==> src/rtl/wordcopy_pkg.sv <==
// Shared definitions for the wordcopy DMA: CSR map, status/mode bit positions, FSM states.
package wordcopy_pkg;

    localparam logic [3:0] CSR_CTRL   = 4'd0;
    localparam logic [3:0] CSR_DST    = 4'd1;
    localparam logic [3:0] CSR_SRC    = 4'd2;
    localparam logic [3:0] CSR_NWORDS = 4'd3;
    localparam logic [3:0] CSR_FILL   = 4'd4;
    localparam logic [3:0] CSR_MODE   = 4'd5;

    localparam int unsigned ST_BUSY_BIT   = 0;
    localparam int unsigned ST_DONE_BIT   = 1;
    localparam int unsigned MODE_FILL_BIT = 0;
    localparam int unsigned MODE_IE_BIT   = 1;

    typedef enum logic [1:0] {
        S_IDLE = 2'd0,
        S_RUN  = 2'd1,
        S_DONE = 2'd2
    } state_e;

endpackage

==> src/rtl/wordcopy_fifo.sv <==
// Read-data buffer between the SDRAM read return path and the write command issue.
module wordcopy_fifo #(
    parameter int unsigned DATA_W = 32,
    parameter int unsigned DEPTH  = 8
) (
    input  logic                       clk,
    input  logic                       rst,
    input  logic                       push_i,
    input  logic [DATA_W-1:0]          wdata_i,
    input  logic                       pop_i,
    output logic [DATA_W-1:0]          rdata_o,
    output logic [$clog2(DEPTH):0]     count_o,
    output logic                       empty_o,
    output logic                       full_o
);

    localparam int unsigned AW = $clog2(DEPTH);
    localparam int unsigned CW = AW + 1;

    logic [DATA_W-1:0] mem_q [DEPTH];
    logic [AW-1:0]     wr_ptr_q;
    logic [AW-1:0]     rd_ptr_q;
    logic [CW-1:0]     count_q;
    logic              do_push;
    logic              do_pop;

    assign empty_o = (count_q == '0);
    assign full_o  = (count_q == CW'(DEPTH));
    assign count_o = count_q;
    assign rdata_o = mem_q[rd_ptr_q];
    assign do_push = push_i && !full_o;
    assign do_pop  = pop_i && !empty_o;

    always_ff @(posedge clk or posedge rst) begin
        if (rst) begin
            wr_ptr_q <= '0;
            rd_ptr_q <= '0;
            count_q  <= '0;
            for (int unsigned i = 0; i < DEPTH; i++) begin
                mem_q[i] <= '0;
            end
        end else begin
            if (do_push) begin
                mem_q[wr_ptr_q] <= wdata_i;
                wr_ptr_q        <= wr_ptr_q + AW'(1);
            end
            if (do_pop) begin
                rd_ptr_q <= rd_ptr_q + AW'(1);
            end
            count_q <= count_q + CW'(do_push) - CW'(do_pop);
        end
    end

endmodule

==> src/rtl/wordcopy_dma.sv <==
// Avalon-MM copy/fill engine: CSR slave, control FSM, and a pipelined SDRAM master.
module wordcopy_dma
    import wordcopy_pkg::*;
#(
    parameter int unsigned DATA_W     = 32,
    parameter int unsigned FIFO_DEPTH = 8
) (
    input  logic              clk,
    input  logic              rst,
    output logic              slave_waitrequest,
    input  logic [3:0]        slave_address,
    input  logic              slave_read,
    output logic [31:0]       slave_readdata,
    input  logic              slave_write,
    input  logic [31:0]       slave_writedata,
    input  logic              master_waitrequest,
    output logic [31:0]       master_address,
    output logic              master_read,
    input  logic [DATA_W-1:0] master_readdata,
    input  logic              master_readdatavalid,
    output logic              master_write,
    output logic [DATA_W-1:0] master_writedata,
    output logic              done_irq
);

    localparam int unsigned CW    = $clog2(FIFO_DEPTH) + 1;
    localparam logic [31:0] STEP  = 32'(DATA_W / 8);
    localparam logic [31:0] AMASK = ~(STEP - 32'd1);

    // Programmer-visible registers
    logic [31:0] dst_q, src_q, nwords_q, fill_q, rdata_q;
    logic [1:0]  mode_q;
    logic        irq_q;

    // Job engine state and its working copies
    state_e            state_q, state_d;
    logic [31:0]       d_q, d_d, s_q, s_d, n_q, n_d;
    logic              jfill_q, jfill_d;
    logic [DATA_W-1:0] jval_q, jval_d;
    logic [31:0]       rissued_q, rissued_d, wissued_q, wissued_d, wacc_q, wacc_d;
    logic [CW-1:0]     out_q, out_d;
    logic              mrd_q, mrd_d, mwr_q, mwr_d, done_q, done_d;
    logic [31:0]       maddr_q, maddr_d;
    logic [DATA_W-1:0] mwdata_q, mwdata_d;

    logic              fifo_push, fifo_pop, fifo_empty, fifo_full, issue_rd;
    logic [DATA_W-1:0] fifo_rdata;
    logic [CW-1:0]     fifo_count;
    logic              ctrl_wr, start, accept, slot_free;

    assign ctrl_wr           = slave_write && (slave_address == CSR_CTRL);
    assign start             = ctrl_wr && (state_q == S_IDLE);
    assign slave_waitrequest = ctrl_wr && (state_q != S_IDLE);
    assign accept            = (mrd_q || mwr_q) && !master_waitrequest;
    assign slot_free         = !(mrd_q || mwr_q) || accept;

    assign slave_readdata   = rdata_q;
    assign master_address   = maddr_q;
    assign master_read      = mrd_q;
    assign master_write     = mwr_q;
    assign master_writedata = mwdata_q;
    assign done_irq         = irq_q;

    wordcopy_fifo #(.DATA_W(DATA_W), .DEPTH(FIFO_DEPTH)) u_fifo (
        .clk     (clk),
        .rst     (rst),
        .push_i  (fifo_push),
        .wdata_i (master_readdata),
        .pop_i   (fifo_pop),
        .rdata_o (fifo_rdata),
        .count_o (fifo_count),
        .empty_o (fifo_empty),
        .full_o  (fifo_full)
    );

    // CSR writes, registered CSR read data and the interrupt level
    always_ff @(posedge clk or posedge rst) begin
        if (rst) begin
            dst_q    <= '0;
            src_q    <= '0;
            nwords_q <= '0;
            fill_q   <= '0;
            mode_q   <= '0;
            rdata_q  <= '0;
            irq_q    <= 1'b0;
        end else begin
            if (slave_write) begin
                unique case (slave_address)
                    CSR_DST:    dst_q    <= slave_writedata & AMASK;
                    CSR_SRC:    src_q    <= slave_writedata & AMASK;
                    CSR_NWORDS: nwords_q <= slave_writedata;
                    CSR_FILL:   fill_q   <= slave_writedata;
                    CSR_MODE:   mode_q   <= slave_writedata[1:0];
                    default:    ;
                endcase
            end
            if (slave_read) begin
                unique case (slave_address)
                    CSR_CTRL:   rdata_q <= 32'({done_q, (state_q != S_IDLE)});
                    CSR_DST:    rdata_q <= dst_q;
                    CSR_SRC:    rdata_q <= src_q;
                    CSR_NWORDS: rdata_q <= nwords_q;
                    CSR_FILL:   rdata_q <= fill_q;
                    CSR_MODE:   rdata_q <= 32'(mode_q);
                    default:    rdata_q <= '0;
                endcase
            end
            irq_q <= done_q && mode_q[MODE_IE_BIT];
        end
    end

    // Next-state: writes drain the FIFO first; reads refill it within the outstanding budget
    always_comb begin
        state_d   = state_q;
        d_d       = d_q;
        s_d       = s_q;
        n_d       = n_q;
        jfill_d   = jfill_q;
        jval_d    = jval_q;
        rissued_d = rissued_q;
        wissued_d = wissued_q;
        wacc_d    = wacc_q;
        mrd_d     = mrd_q;
        mwr_d     = mwr_q;
        maddr_d   = maddr_q;
        mwdata_d  = mwdata_q;
        done_d    = done_q;
        fifo_pop  = 1'b0;
        issue_rd  = 1'b0;
        fifo_push = master_readdatavalid && (state_q == S_RUN) && !jfill_q && !fifo_full;

        if (accept) begin
            mrd_d = 1'b0;
            mwr_d = 1'b0;
        end
        if (accept && mwr_q) begin
            wacc_d = wacc_q + 32'd1;
        end

        unique case (state_q)
            S_IDLE: begin
                if (start) begin
                    done_d    = 1'b0;
                    n_d       = nwords_q;
                    jfill_d   = mode_q[MODE_FILL_BIT];
                    jval_d    = DATA_W'(fill_q);
                    d_d       = dst_q;
                    s_d       = src_q;
                    rissued_d = '0;
                    wissued_d = '0;
                    wacc_d    = '0;
                    if (nwords_q == '0) begin
                        state_d = S_DONE;
                        done_d  = 1'b1;
                    end else begin
                        state_d = S_RUN;
                        if (mode_q[MODE_FILL_BIT]) begin
                            mwr_d     = 1'b1;
                            maddr_d   = dst_q;
                            mwdata_d  = DATA_W'(fill_q);
                            d_d       = dst_q + STEP;
                            wissued_d = 32'd1;
                        end else begin
                            mrd_d     = 1'b1;
                            maddr_d   = src_q;
                            s_d       = src_q + STEP;
                            rissued_d = 32'd1;
                            issue_rd  = 1'b1;
                        end
                    end
                end
            end
            S_RUN: begin
                if (accept && mwr_q && (wacc_q == n_q - 32'd1)) begin
                    state_d = S_DONE;
                    done_d  = 1'b1;
                end else if (slot_free) begin
                    if (jfill_q) begin
                        if (wissued_q < n_q) begin
                            mwr_d     = 1'b1;
                            maddr_d   = d_q;
                            mwdata_d  = jval_q;
                            d_d       = d_q + STEP;
                            wissued_d = wissued_q + 32'd1;
                        end
                    end else if (!fifo_empty) begin
                        fifo_pop  = 1'b1;
                        mwr_d     = 1'b1;
                        maddr_d   = d_q;
                        mwdata_d  = fifo_rdata;
                        d_d       = d_q + STEP;
                        wissued_d = wissued_q + 32'd1;
                    end else if ((rissued_q < n_q) &&
                                 (({1'b0, out_q} + {1'b0, fifo_count}) < (CW+1)'(FIFO_DEPTH))) begin
                        mrd_d     = 1'b1;
                        maddr_d   = s_q;
                        s_d       = s_q + STEP;
                        rissued_d = rissued_q + 32'd1;
                        issue_rd  = 1'b1;
                    end
                end
            end
            S_DONE:  state_d = S_IDLE;
            default: state_d = S_IDLE;
        endcase

        out_d = out_q + CW'(issue_rd) - CW'(fifo_push);
    end

    always_ff @(posedge clk or posedge rst) begin
        if (rst) begin
            state_q   <= S_IDLE;
            d_q       <= '0;
            s_q       <= '0;
            n_q       <= '0;
            jfill_q   <= 1'b0;
            jval_q    <= '0;
            rissued_q <= '0;
            wissued_q <= '0;
            wacc_q    <= '0;
            out_q     <= '0;
            mrd_q     <= 1'b0;
            mwr_q     <= 1'b0;
            maddr_q   <= '0;
            mwdata_q  <= '0;
            done_q    <= 1'b0;
        end else begin
            state_q   <= state_d;
            d_q       <= d_d;
            s_q       <= s_d;
            n_q       <= n_d;
            jfill_q   <= jfill_d;
            jval_q    <= jval_d;
            rissued_q <= rissued_d;
            wissued_q <= wissued_d;
            wacc_q    <= wacc_d;
            out_q     <= out_d;
            mrd_q     <= mrd_d;
            mwr_q     <= mwr_d;
            maddr_q   <= maddr_d;
            mwdata_q  <= mwdata_d;
            done_q    <= done_d;
        end
    end

endmodule

==> config.mk <==
export PLATFORM = sky130hd
export DESIGN_NAME = wordcopy_dma
export DESIGN_NICKNAME = d
export VERILOG_FILES = /design/src/rtl/wordcopy_pkg.sv /design/src/rtl/wordcopy_fifo.sv /design/src/rtl/wordcopy_dma.sv
export SDC_FILE = /design/constraint.sdc
export NUM_CORES = 2
export LEC_CHECK = 0
export ABC_CLOCK_PERIOD_IN_PS = 29000
export BUFFER_PORTS_ARGS = -buffer_cell sky130_fd_sc_hd__buf_2
export CAP_MARGIN = 20
export CELL_PAD_IN_SITES_DETAIL_PLACEMENT = 1
export CELL_PAD_IN_SITES_GLOBAL_PLACEMENT = 1
export CORE_UTILIZATION = 30
export DETAILED_ROUTE_END_ITERATION = 12
export GPL_ROUTABILITY_DRIVEN = 1
export PLACE_DENSITY_LB_ADDON = 0.1
export RECOVER_POWER = 25
export SLEW_MARGIN = 40
export SYNTH_ARGS = -nofsm -noshare
export SYNTH_HDL_FRONTEND = slang
export SYNTH_SLANG_ARGS = --single-unit
==> constraint.sdc <==
create_clock -name clk -period 29 [get_ports clk]
set_clock_uncertainty 0.1 [all_clocks]
set_input_delay 2.9 -clock clk [delete_from_list [all_inputs] [get_ports clk]]
set_output_delay 2.9 -clock clk [all_outputs]
set_load 0.05 [all_outputs]
; Yosys cells after proc, flatten, opt, wreduce, memory -nomap -nowiden
; Cells that the tools add are included.
[op_classes]
mux = 107
n_lt_le_gt_ge = 6
eq_ne = 20
bitwise = 2
add_sub_neg = 15
reduce_logical = 39
[op_table]
columns = operator, n
row1 = 2-to-1 mux 32 bit, 51
row2 = one-hot mux 32 bit (2 select lines), 6
row3 = bitwise mux 256 bit, 1
row4 = one-hot mux 32 bit (6 select lines), 1
row5 = adder 32 x 3 -> 32 bit (second input constant), 4
row6 = adder 32 x 1 -> 32 bit (second input constant), 3
row7 = binary-select mux 32 bit (select 3 bit), 1
row8 = demux 32 bit (select 3 bit), 1
row9 = < comparator 32 bit, 2
row10 = 2-to-1 mux 1 bit, 38
row11 = == test 32 bit, 1
row12 = logical NOT 32 bit, 1
row13 = subtractor 32 x 1 -> 32 bit (second input constant), 1
row14 = logical AND 1 bit, 14
row15 = inequality test 2 bit (second input constant), 7
row16 = AND reduction 2 bit, 7
row17 = AND reduction 7 bit, 2
row18 = adder 4 x 1 -> 4 bit, 2
row19 = == test 4 x 2 -> 1 bit (second input constant), 2
row20 = == test 4 x 3 -> 1 bit (second input constant), 2
row21 = greater-or-equal comparator 4 bit (second input constant), 2
row22 = logical NOT 4 bit, 2
row23 = inverter 3 -> 4 bit, 2
row24 = one-hot mux 1 bit (2 select lines), 4
row25 = other kinds (21), 32
[totals]
regBits = 723
inputBits = 74
wordCells = 222
out_inout_bits = 100

; Depth between registers and ports, before layout
[logic_depth]
word_depth = 11
depth_mapped = 18
mapped_depth_nobuf = 16

; Cells and area by module
; Synthesis repeated with hierarchy kept, for this count alone.
[unflattened]
cells_unflattened = 3483
hier_area_um2 = 38295.5
[modules_own_cells]
columns = module, cells_per_inst, area_per_inst_um2, seq_area_each_um2, n_inst
row1 = wordcopy_dma, 2773, 25759.7, 11310.8, 1
row2 = wordcopy_fifo, 710, 12535.8, 6656.4, 1

; Worst setup path before layout
; OpenSTA, ideal clock, no wires.
[synth_path]
kind = input to output
start = input slave_address[0]
end = output slave_waitrequest
stages = 3
path_buffers = 0
arrival_time_ns = 4.140
required_time_ns = 26.000
setup_slack_ns = 21.860
path_cell_list = nor4_1 > nand2_1 > nor2_1
[synth_between]
elab_chain_cells = 3
[synth_rtl]
columns = element, line_no
row1 = from (decl), wordcopy_dma.sv:11  ; input logic [3:0] slave_address,
row2 = logical NOT 4 bit, wordcopy_dma.sv:51  ; assign ctrl_wr = slave_write && (slave_address == CSR_CTRL);
row3 = logical AND 1 bit, wordcopy_dma.sv:51
row4 = logical AND 1 bit, wordcopy_dma.sv:53  ; assign slave_waitrequest = ctrl_wr && (state_q != S_IDLE);
row5 = to (decl), wordcopy_dma.sv:10  ; output logic slave_waitrequest,
; No other way between the ends.

==> metrics.md <==
| Metric | Value |
|---|---|
| Count of hold-fix buffers inserted at cts | 0 |
| CP cell instances | buf_2, clkinvlp_2, clkbuf_1, clkbuf_1, buf_16, buf_6, buf_6 |
| Arr. time, crit path | 12190 ps |
| Compound-Gate Fraction of Synth Area | 12.7% |
| Mapped Nets | between 3000 and 4000 |
| Wire per inst | 26.6 µm |
| Antenna viol nets, final | 0 |
| Sequential area share after synthesis | 46.9% |
| Max Cap Violations | 13 |
| Post-synthesis instance total | between 3000 and 4000 |
| Vias | between 20000 and 30000 |
| Yosys warnings | 0 |
| Crit path from | rst |
| Max VDD drop | slightly above 50 µV |
| Buffers added on ports | 173 |
| Gpl congestion | slightly above 0.8 |
| Cts bufs inserted | 89 |
| Residual DRC | 0 |
| Worst slew margin | -219% |
| RSZ-0062 raised after global routing | false |
| Register share of total power | 38.8% |
| Max FO, Critical Path | 101 |
| Fin crit period | 11490 ps |
| Critical Path Stages | 7 |
| Gate power share | between 30% and 40% |
| R2r setup slk | 23340 ps |
| Sw power | around 1.5 mW |
| Most frequent cells in the layout | dfrtp_1, mux2_2, nand2_1 |
| Design area | approximately 0.044 mm² |
| Internal power | 2.70 mW |
| Synth async-reset ratio | 100% |
| CP top delay family | buffers and inverters |
| Critical path endpoint | master_address[17] |
| Layout area overhead | 15.4% |
| Adder-Cell Fraction of Synth Area | approximately 2.9% |
| CTS Buffer Depth | 3 |
| Root Buffer | clkbuf_16 |
| Critical path's largest stage delay | 2620 ps |
| Hold Fails Final Rpt | 0 |
| Simple-gate share of the synthesized area | a little under an eighth |
| Synth Flop Type | dfrtp_1 |
| DR vias/cell | 5.45 |
| First-pass GRT wire length | about 220000 µm |
| Clock network fraction of design power | 28.8% |
| # resized after CTS | 0 |
| DR pass1 iterations | 5 |
| Htree depth | 3 |
| PD cells | 96.0 mW/mm² |
| Outcome | finished with violations |
| Later-pin clock latency in the skew report | 720 ps |
| Placed Area | 0.0410 mm² |
| Max-slew violations | roughly 550 |
| Post-Syn Area | 0.0383 mm² |
| Least-Margin Pin Slew | 4750 ps |
| Period Utilization, post-route | 39.6% |
| Worst Setup Path Type | input pin to async pin |
| Worst-path clk slew | 60 ps |
| Core ar. | 0.126 mm² |
| Sink Count | 718 |
| R2r endpoint | out_q[2] |
| Required @ worst endpoint | 29700 ps |
| Sw Share | between 30% and 40% |
| CP Buf/Inv Count | 7 |
| Post-Route WL | 142000 µm |
| Filler Cells Inserted | 13800 |
| CTS tree | built |
| CP max stage cell | clkinvlp_2 |
| Die Area | ~0.13 mm² |
| Top achievable clock speed | 87.0 MHz |
| Crit end category | async pin |
| Violations in the final reports | max-capacitance violations, max-slew violations |
| Initial antenna violation count | 22 |
| Die Span Y | ~360 µm |
| Final net count | ~3800 |
| HPWL after detailed placement | slightly below 100000 µm |
| RR Startpoint | n_q[0] |
| Vias in the first global route | 30400 |
| Flops & latches, synth | 718 |
| Multiplexer share of the synthesized area | a little under a fifth |
| Hold path cells | 1 |
| Share of cells above drive strength 1 | 24.1% |
| Post-Syn Area per Cell | around 11 µm² |
| Fin Setup TNS | 0 ps |
| Largest net degree at the start of global routing | about 140 |
| Endpoints failing setup | 0 |
| Worst R2R Path Depth | 15 |
| GRT Total Usage | 22.2% |
| Initial Utilization | between 30% and 40% |
| Die W | 359 µm |
| Post CTS Setup Buffer Count | 0 |
| P_leak | 18.8 nW |
| Post-synth EDFFs | 0 |
| XOR/XNOR share of the synthesized area | under 10% |
| Crit path launch type | input pin |
| Gr ovfl total | 0 |
| Iter 0 DRT Violations | between 1500 and 2000 |
| Cell variety after synth | 85 |
| Commonest non-fill, non-tap cell in the layout | dfrtp_1 |
| Largest family of logic cells by synthesized area | multiplexers |
| I/O pins | 174 |
| # rows | 130 |
| Min-delay worst type | flop to flop |
power by group through the flow:
stage	Sequential, mW	Clock (mW)	Combinational (mW)
finish	1.65	1.22	1.37
CTS	1.64	1.26	1.40
global route	1.70	1.30	1.50
floorplan	1.66	0	0.911
detailed placement	1.66	0	1.40
global placement	1.66	0	1.37
final cells by class:
cell class              instances  area [µm²]  area share, %
well taps                    1650        2060           4.67
flip-flops and latches        718       18000           40.7
repair buffers                240        1390           3.14
clock inverters                36         613           1.39
inverters                     115         433          0.979
clock buffers                 128        2630           5.94
diodes                          7        17.5         0.0396
multi-input cells            2461       19100           43.2
routing by layer:
layer / vias to the layer above / GRT usage (%) / share of wire [%]
met5: - / 0 / 0.11
met4: 22 / 6.17 / 2.5
met3: 179 / 3.69 / 4.4
met2: 541 / 33.7 / 44
met1: 15200 / 32.2 / 49
li1: 13200 / - / -
per-stage QoR:
step                      total power [mW]  utilization, %  hold WS, ps  cells  setup WS, ps
after floorplan                       2.57               -          346   3537          5860
after detailed placement              3.06            32.5          363   5183         21420
after CTS                             4.31            35.1          384   5347         21420
after global placement                3.03            32.4          358   5179         21510
final                                 4.25            35.0          378   5355         17510
after global routing                  4.50            35.0          393   5349         15710
registers in the layout, summed over array words and instances (netlist names), 3 cells and up:
register,count
d_q,30
dst_q,30
fill_q,32
jval_q,32
master_address,31
master_writedata,32
n_q,32
nwords_q,32
out_q,4
rissued_q,32
s_q,30
slave_readdata,32
src_q,30
u_fifo.count_o,4
u_fifo.mem_q,256
u_fifo.rd_ptr_q,3
u_fifo.wr_ptr_q,3
wacc_q,32
wissued_q,32
kinds of logic (layout without fill, tap and decap cells):
family	after synthesis	in the layout
AO/OA/AOI/OAI	730	730
XOR/XNOR	135	135
adder cells (fa/ha/maj)	87	87
buffers and inverters	358	519
flip-flops	718	718
multiplexers	584	584
other	0	7
AND/OR/NAND/NOR	925	925
worst min-delay path by stage:
| stage | start | endpoint | slack [ps] |
|---|---|---|---|
| final | master_address[7] | master_address[7] | 380 |
| after floorplan | jval_q[0] | jval_q[0] | 350 |
| after global placement | jval_q[23] | jval_q[23] | 360 |
| after detailed placement | jval_q[11] | jval_q[11] | 360 |
| after global routing | master_address[7] | master_address[7] | 390 |
| after CTS | jval_q[2] | jval_q[2] | 380 |
cells in the mapped netlist, types with 43 or more instances:
master / instances / area (µm²)
inv_1: 115 / 432
ha_1: 85 / 1060
nand3_1: 85 / 425
a31oi_1: 56 / 350
mux2_2: 392 / 4410
o22ai_1: 50 / 313
nand2_1: 305 / 1140
mux2_1: 48 / 541
xor2_1: 73 / 639
a21oi_1: 197 / 986
nor3_1: 73 / 365
xnor2_1: 62 / 543
nor2_1: 172 / 646
and3_1: 55 / 344
nand4_1: 63 / 394
nor2b_1: 43 / 269
clkbuf_1: 189 / 709
mux4_2: 64 / 1440
o21ai_0: 113 / 566
dfrtp_1: 718 / 18000
mux2i_1: 70 / 701
Power figures use the tool's default switching activity.
